## config.mk

```make
export PLATFORM = sky130hd
export DESIGN_NAME = wide_add_sequencer_flat
export DESIGN_NICKNAME = d
export VERILOG_FILES = /design/src/rtl/wide_add_sequencer_pkg.sv /design/src/rtl/wide_add_sequencer_if.sv /design/src/rtl/wide_add_sequencer_slice.sv /design/src/rtl/wide_add_sequencer.sv /design/src/flat_wrapper.sv
export SDC_FILE = /design/constraint.sdc
export NUM_CORES = 1
export LEC_CHECK = 0
export ABC_AREA = 1
export BUFFER_PORTS_ARGS = -buffer_cell sky130_fd_sc_hd__buf_2
export CAP_MARGIN = 20
export CORE_MARGIN = 3
export CORE_UTILIZATION = 50
export DETAILED_ROUTE_END_ITERATION = 6
export MAX_ROUTING_LAYER = met4
export PLACE_DENSITY_LB_ADDON = 0.3
export SYNTH_ARGS = -nofsm -noshare
export SYNTH_HDL_FRONTEND = slang
export SYNTH_SLANG_ARGS = --single-unit
```

## constraint.sdc

```tcl
create_clock -name clk -period 4.6 [get_ports clk]
set_input_delay 0.92 -clock clk [delete_from_list [all_inputs] [get_ports clk]]
set_output_delay 0.92 -clock clk [all_outputs]
set_load 0.02 [all_outputs]
```

## src/rtl/wide_add_sequencer_pkg.sv

```systemverilog
// alu_pkg: shared ALU types, slice width and the operand-width legality check.
package alu_pkg;
   typedef enum logic [1:0] {IDLE, RUN, DONE} state_t;
   localparam int SLICE_W = 8;
   function automatic bit width_ok(int w);
      return w >= SLICE_W && w % SLICE_W == 0;
   endfunction
endpackage

```

## src/rtl/wide_add_sequencer_if.sv

```systemverilog
// wide_add_sequencer_if: operand/result handshake bundle; WADD_ZERO_FLAG_EN adds zero.
interface wide_add_sequencer_if #(parameter int WIDTH = 32);
   logic in_valid, in_ready, sub, out_valid, out_ready, cout, ovf;
   logic [WIDTH-1:0] a, b, sum;
`ifdef WADD_ZERO_FLAG_EN
   logic zero;
   modport master (output in_valid, a, b, sub, out_ready, input in_ready, out_valid, sum, cout, ovf, zero);
   modport slave (input in_valid, a, b, sub, out_ready, output in_ready, out_valid, sum, cout, ovf, zero);
`else
   modport master (output in_valid, a, b, sub, out_ready, input in_ready, out_valid, sum, cout, ovf);
   modport slave (input in_valid, a, b, sub, out_ready, output in_ready, out_valid, sum, cout, ovf);
`endif
endinterface

```

## src/rtl/wide_add_sequencer_slice.sv

```systemverilog
// wadd_slice: per-slice propagate/generate and sum from the carries returned by the CLA unit.
module wadd_slice (
   input  logic [7:0] a,
   input  logic [7:0] b,
   input  logic       cin,
   input  logic [7:0] c,
   output logic [7:0] p,
   output logic [7:0] g,
   output logic [7:0] s
);
   assign p = a ^ b;
   assign g = a & b;
   assign s = p ^ {c[6:0], cin};
endmodule

```

## src/rtl/wide_add_sequencer.sv

```systemverilog
// wide_add_sequencer: WIDTH-bit add/sub, one 8-bit slice per cycle through an external CLA.
// Optional zero flag under macro WADD_ZERO_FLAG_EN.
module wide_add_sequencer
   import alu_pkg::*;
#(
   parameter int WIDTH = 32
) (
   input  logic                 clk,
   input  logic                 rst,
   wide_add_sequencer_if.slave  bus,
   output logic [7:0]           cla_p,
   output logic [7:0]           cla_g,
   output logic                 cla_cin,
   input  logic [7:0]           cla_c
);
   localparam int NSLICE = WIDTH / SLICE_W;
   localparam int IW = NSLICE > 1 ? $clog2(NSLICE) : 1;
   if (!width_ok(WIDTH)) begin : g_bad_width
      $error("wide_add_sequencer: WIDTH must be a multiple of 8 and at least 8");
   end
   state_t state;
   logic [WIDTH-1:0] ra, rb;
   logic [IW-1:0] idx;
   logic carry;
   logic [7:0] p, g, ssum;
   logic last;
   assign last = idx == IW'(NSLICE - 1);
   wadd_slice u_slice (
      .a   (ra[{idx, 3'b000} +: 8]),
      .b   (rb[{idx, 3'b000} +: 8]),
      .cin (carry),
      .c   (cla_c),
      .p   (p),
      .g   (g),
      .s   (ssum)
   );
   assign cla_p = state == RUN ? p : '0;
   assign cla_g = state == RUN ? g : '0;
   assign cla_cin = state == RUN ? carry : 1'b0;
   assign bus.in_ready = state == IDLE;
   assign bus.out_valid = state == DONE;
   always_ff @(posedge clk or posedge rst) begin
      if (rst) begin
         state <= IDLE;
         ra <= '0;
         rb <= '0;
         idx <= '0;
         carry <= 1'b0;
         bus.sum <= '0;
         bus.cout <= 1'b0;
         bus.ovf <= 1'b0;
      end else begin
         case (state)
            IDLE: if (bus.in_valid) begin
               ra <= bus.a;
               rb <= bus.b ^ {WIDTH{bus.sub}};
               carry <= bus.sub;
               idx <= '0;
               state <= RUN;
            end
            RUN: begin
               bus.sum[{idx, 3'b000} +: 8] <= ssum;
               carry <= cla_c[7];
               idx <= idx + 1'b1;
               if (last) begin
                  bus.cout <= cla_c[7];
                  bus.ovf <= cla_c[7] ^ cla_c[6];
                  state <= DONE;
               end
            end
            DONE: if (bus.out_ready) state <= IDLE;
            default: state <= IDLE;
         endcase
      end
   end
`ifdef WADD_ZERO_FLAG_EN
   // running AND of slice-is-zero, folded into zero on the last slice
   logic zacc;
   always_ff @(posedge clk or posedge rst) begin
      if (rst) begin
         zacc <= 1'b0;
         bus.zero <= 1'b0;
      end else if (state == IDLE && bus.in_valid) begin
         zacc <= 1'b1;
      end else if (state == RUN) begin
         zacc <= zacc & ~|ssum;
         if (last) bus.zero <= zacc & ~|ssum;
      end
   end
`endif
endmodule

```

## src/flat_wrapper.sv

```systemverilog
// flat-port wrapper written by rule: the top's interface ports become plain ports
module wide_add_sequencer_flat import alu_pkg::*;
#(
   parameter int WIDTH = 32
)
  (clk, rst, cla_p, cla_g, cla_cin, cla_c, bus_in_valid, bus_a, bus_b, bus_sub, bus_out_ready, bus_in_ready, bus_out_valid, bus_sum, bus_cout, bus_ovf);
  wide_add_sequencer_if #(.WIDTH(WIDTH)) bus_i ();
  input  logic clk;
  input  logic rst;
  output logic [7:0] cla_p;
  output logic [7:0] cla_g;
  output logic cla_cin;
  input  logic [7:0] cla_c;
  input wire logic [$bits(bus_i.in_valid)-1:0] bus_in_valid;
  input wire logic [$bits(bus_i.a)-1:0] bus_a;
  input wire logic [$bits(bus_i.b)-1:0] bus_b;
  input wire logic [$bits(bus_i.sub)-1:0] bus_sub;
  input wire logic [$bits(bus_i.out_ready)-1:0] bus_out_ready;
  output wire logic [$bits(bus_i.in_ready)-1:0] bus_in_ready;
  output wire logic [$bits(bus_i.out_valid)-1:0] bus_out_valid;
  output wire logic [$bits(bus_i.sum)-1:0] bus_sum;
  output wire logic [$bits(bus_i.cout)-1:0] bus_cout;
  output wire logic [$bits(bus_i.ovf)-1:0] bus_ovf;
  assign bus_i.in_valid = bus_in_valid;
  assign bus_i.a = bus_a;
  assign bus_i.b = bus_b;
  assign bus_i.sub = bus_sub;
  assign bus_i.out_ready = bus_out_ready;
  assign bus_in_ready = bus_i.in_ready;
  assign bus_out_valid = bus_i.out_valid;
  assign bus_sum = bus_i.sum;
  assign bus_cout = bus_i.cout;
  assign bus_ovf = bus_i.ovf;
  wide_add_sequencer #(.WIDTH(WIDTH)) u_core (.clk(clk), .rst(rst), .bus(bus_i), .cla_p(cla_p), .cla_g(cla_g), .cla_cin(cla_cin), .cla_c(cla_c));
endmodule
```

==> metrics.md <==
| Metric | Value |
|---|---|
| Outcome | complete, no violations |
| CP top delay family | buffers and inverters |
| Nets | 819 |
| Pwr/cell area | 779.1 nW/µm² |
| Worst path required time | 3.68 ns |
| Fraction of layout cells with a size suffix above 1 | 20.95% |
| Largest net degree at the start of global routing | 91 |
| Number of diodes | 0 |
| Area post-placement | 5729 µm² |
| Post-CTS Resized | 0 |
| Worst Tran Pin Value | 0.8799 ns |
| Num CTS Buffers | 9 |
| DRT antenna net count | 0 |
| Sequential fraction of the synthesis area | 50.80% |
| Die area | 11390 µm² |
| Max FO, Critical Path | 26 |
| Crit-path cells | inv_1, a21oi_1, o21ai_0, o21ai_0, ha_1, inv_1, nor2_1, buf_2 |
| Area added between synthesis and finish | 17.31% |
| Avg Cell Area, Syn | 8.170 µm² |
| Dominant cell type by area after synthesis | dfrtp_1 |
| Mapped cell area | 5074 µm² |
| Num Clock Sinks | 103 |
| DR WL/cell | 14.74 µm |
| F_max | 283.7 MHz |
| First-pass GRT wire length | 21000 µm |
| First-pass iteration count of the detailed router | 7 |
| Crit path capture type | primary output |
| Die height | 106.7 µm |
| Fin Hold WS | 0.4855 ns |
| Final hold vios | 0 |
| Max-slew violations | 0 |
| Layout Skew | 0.008570 ns |
| CTS root buf | clkbuf_8 |
| Final wirelength | 12790 µm |
| CP Class | reg -> out |
| Number of global-route vias before repair | 4163 |
| Setup Fix Bufs, Post-CTS | 0 |
| Mapped Cells | 621 |
| Max incr delay on CP | 0.58 ns |
| Total negative slack | 0 ns |
| Total power | 4.637 mW |
| Remaining routing DRC violations | 0 |
| Final min period | 3.524 ns |
| Warnings, synthesis | 0 |
| CTS Buffer Depth | 2 |
| Fillers | 923 |
| Yosys top cell area share | 50.80% |
| Vias | 4441 |
| Final setup fails | 0 |
| Min-Delay Path Class | reg -> reg |
| H-tree depth | 3 |
| CP startpoint kind | flip-flop |
| Fin worst setup slack | 1.076 ns |
| Slowest CP cell | inv_1 |
| Mapped Nets | 710 |
| Post-synth cell types | 23 |
| Crit share post-route | 76.62% |
| Detailed Place HPWL | 9571 µm |
| FF/Latch Area | 2577 µm² |
| Slew HR | 41.34% |
| Multi-input logic area | 2172 µm² |
| Design Area, Final | 5952 µm² |
| Worst skew pair latency | 0.37 ns |
| Critical Path AT | 2.60 ns |
| RePlAce Congestion | 0.9381 |
| CORE AREA | 9819 µm² |
| Maxcap violations | 0 |
| Place WS | 1.514 ns |
| Die W | 106.7 µm |
| Yosys reg bits | 103 |
| Vias per inst | 5.116 |
| Initial Utilization | 51.67% |
| Rows | 36 |
| WP buf/inv | 3 |
| Clock transition at path regs | 0.10 ns |
| CTS Hold Bufs | 0 |
| GR Util All Layers | 24.16% |
| CTS tree | built |
| Initial antenna violation count | 0 |
| Synth top area cells | dfrtp_1 51%, nand2_1 15%, o21ai_0 10%, xnor2_1 5.7%, nor2_1 3.8% |
| IO Pins | 130 |
| DRT iter0 DRCs | 316 |
| RSZ-0062 raised after global routing | no |
| Max VDD drop | 0.0003021 V |
| Lkg Pwr | 3.130 nW |
| PortBufs | 129 |
| GRT Residual Overflow | 0 |
## cell families (layout without fill, tap and decap cells)
group	Yosys count	after routing	synth area share (%)
AOI/OAI and AO/OA	125	125	12.58
xor gates and xnor gates	33	33	5.697
adders and majority gates	12	12	2.959
buffers and inverters	73	187	6.387
DFF	103	103	50.80
and+or+nand+nor	275	275	21.58
## layout make-up
cell class | count | share of cell area, %
Clock buffer | 11 | 2.375
Clock inverter | 5 | 1.366
Inverter | 40 | 2.565
Multi-Input combinational cell | 445 | 36.49
Sequential cell | 103 | 43.30
Tap cell | 133 | 2.796
Timing Repair Buffer | 131 | 11.10
## cells in the final DEF (no fill, tap or decap), drive strengths merged, types with 2 or more instances in the layout
master	n
nor2	55
nand4	8
a21oi	8
nand2	200
bufinv	2
inv	40
clkbuf	11
dfrtp	103
ha	12
o21ai	108
o22ai	8
nand3	11
clkinv	2
xnor2	33
buf	131
## worst paths after layout
| kind | from | to | slack [ns] | cells past startpoint |
|---|---|---|---|---|
| min reg2reg | u_core.ra[26] | u_core.ra[26] | 0.49 | 2 |
| max | u_core.idx[1] | cla_p[6] | 1.08 | 8 |
| max reg2reg | u_core.idx[1] | u_core.bus.sum[17] | 2.15 | 10 |
| max in group asynchronous | rst | u_core.rb[30] | 2.91 | 3 |
| min in group asynchronous | rst | u_core.ra[19] | 0.72 | 2 |
| min | u_core.ra[26] | u_core.ra[26] | 0.49 | 2 |
## synthesized netlist by cell type
cell type / n
o21ai_0: 106
nand3b_1: 1
buf_2: 13
o31ai_1: 1
nand3_1: 11
nor2_1: 52
inv_1: 37
dfrtp_1: 103
inv_2: 3
nor2_4: 2
ha_1: 12
buf_4: 3
nand4_1: 8
nand2_1: 199
xnor2_1: 33
a21oi_1: 8
nand2_4: 1
clkbuf_1: 13
o22ai_1: 8
nor2_2: 1
o21ai_1: 2
buf_6: 2
clkbuf_4: 2
## report_power, final
group / total [mW] / switching, mW / internal [mW]
Combinational: 2.44 / 1.67 / 0.776
Clock: 0.628 / 0.307 / 0.322
Sequential: 1.57 / 0.258 / 1.31
Total: 4.64 / 2.23 / 2.41
## worst reg2reg max path: stages, from the launching register on
cell	delay [ns]
dfrtp_1	0.51
inv_1	0.58
o21ai_0	0.18
o21ai_0	0.31
ha_1	0.32
inv_1	0.08
nand2_1	0.09
nand2_1	0.08
nor2_1	0.04
nand2_1	0.09
nand2_1	0.05
## metrics by stage
step / std cells / utilization (%)
after floorplan: 621 / -
after global placement: 852 / 58.35
after detailed placement: 852 / 58.35
after CTS: 868 / 60.61
after global routing: 868 / 60.61
final: 868 / 60.61
## flip-flops by register name, indices dropped and copies added (netlist names)
name and count:
u_core.bus.cout 1, u_core.bus.ovf 1, u_core.bus.sum 32, u_core.carry 1
u_core.idx 2, u_core.ra 32, u_core.rb 32, u_core.state 2
## layer usage
metal / vias to the layer above / share of wire [%] / global-route usage [%]
li1: 2203 / - / -
met1: 2049 / 46 / 34.30
met2: 166 / 45 / 35.52
met3: 23 / 6.0 / 3.010
met4: 0 / 2.6 / 9.954
met5: - / 0 / -
No activity file was read; power rests on OpenSTA's default activity.
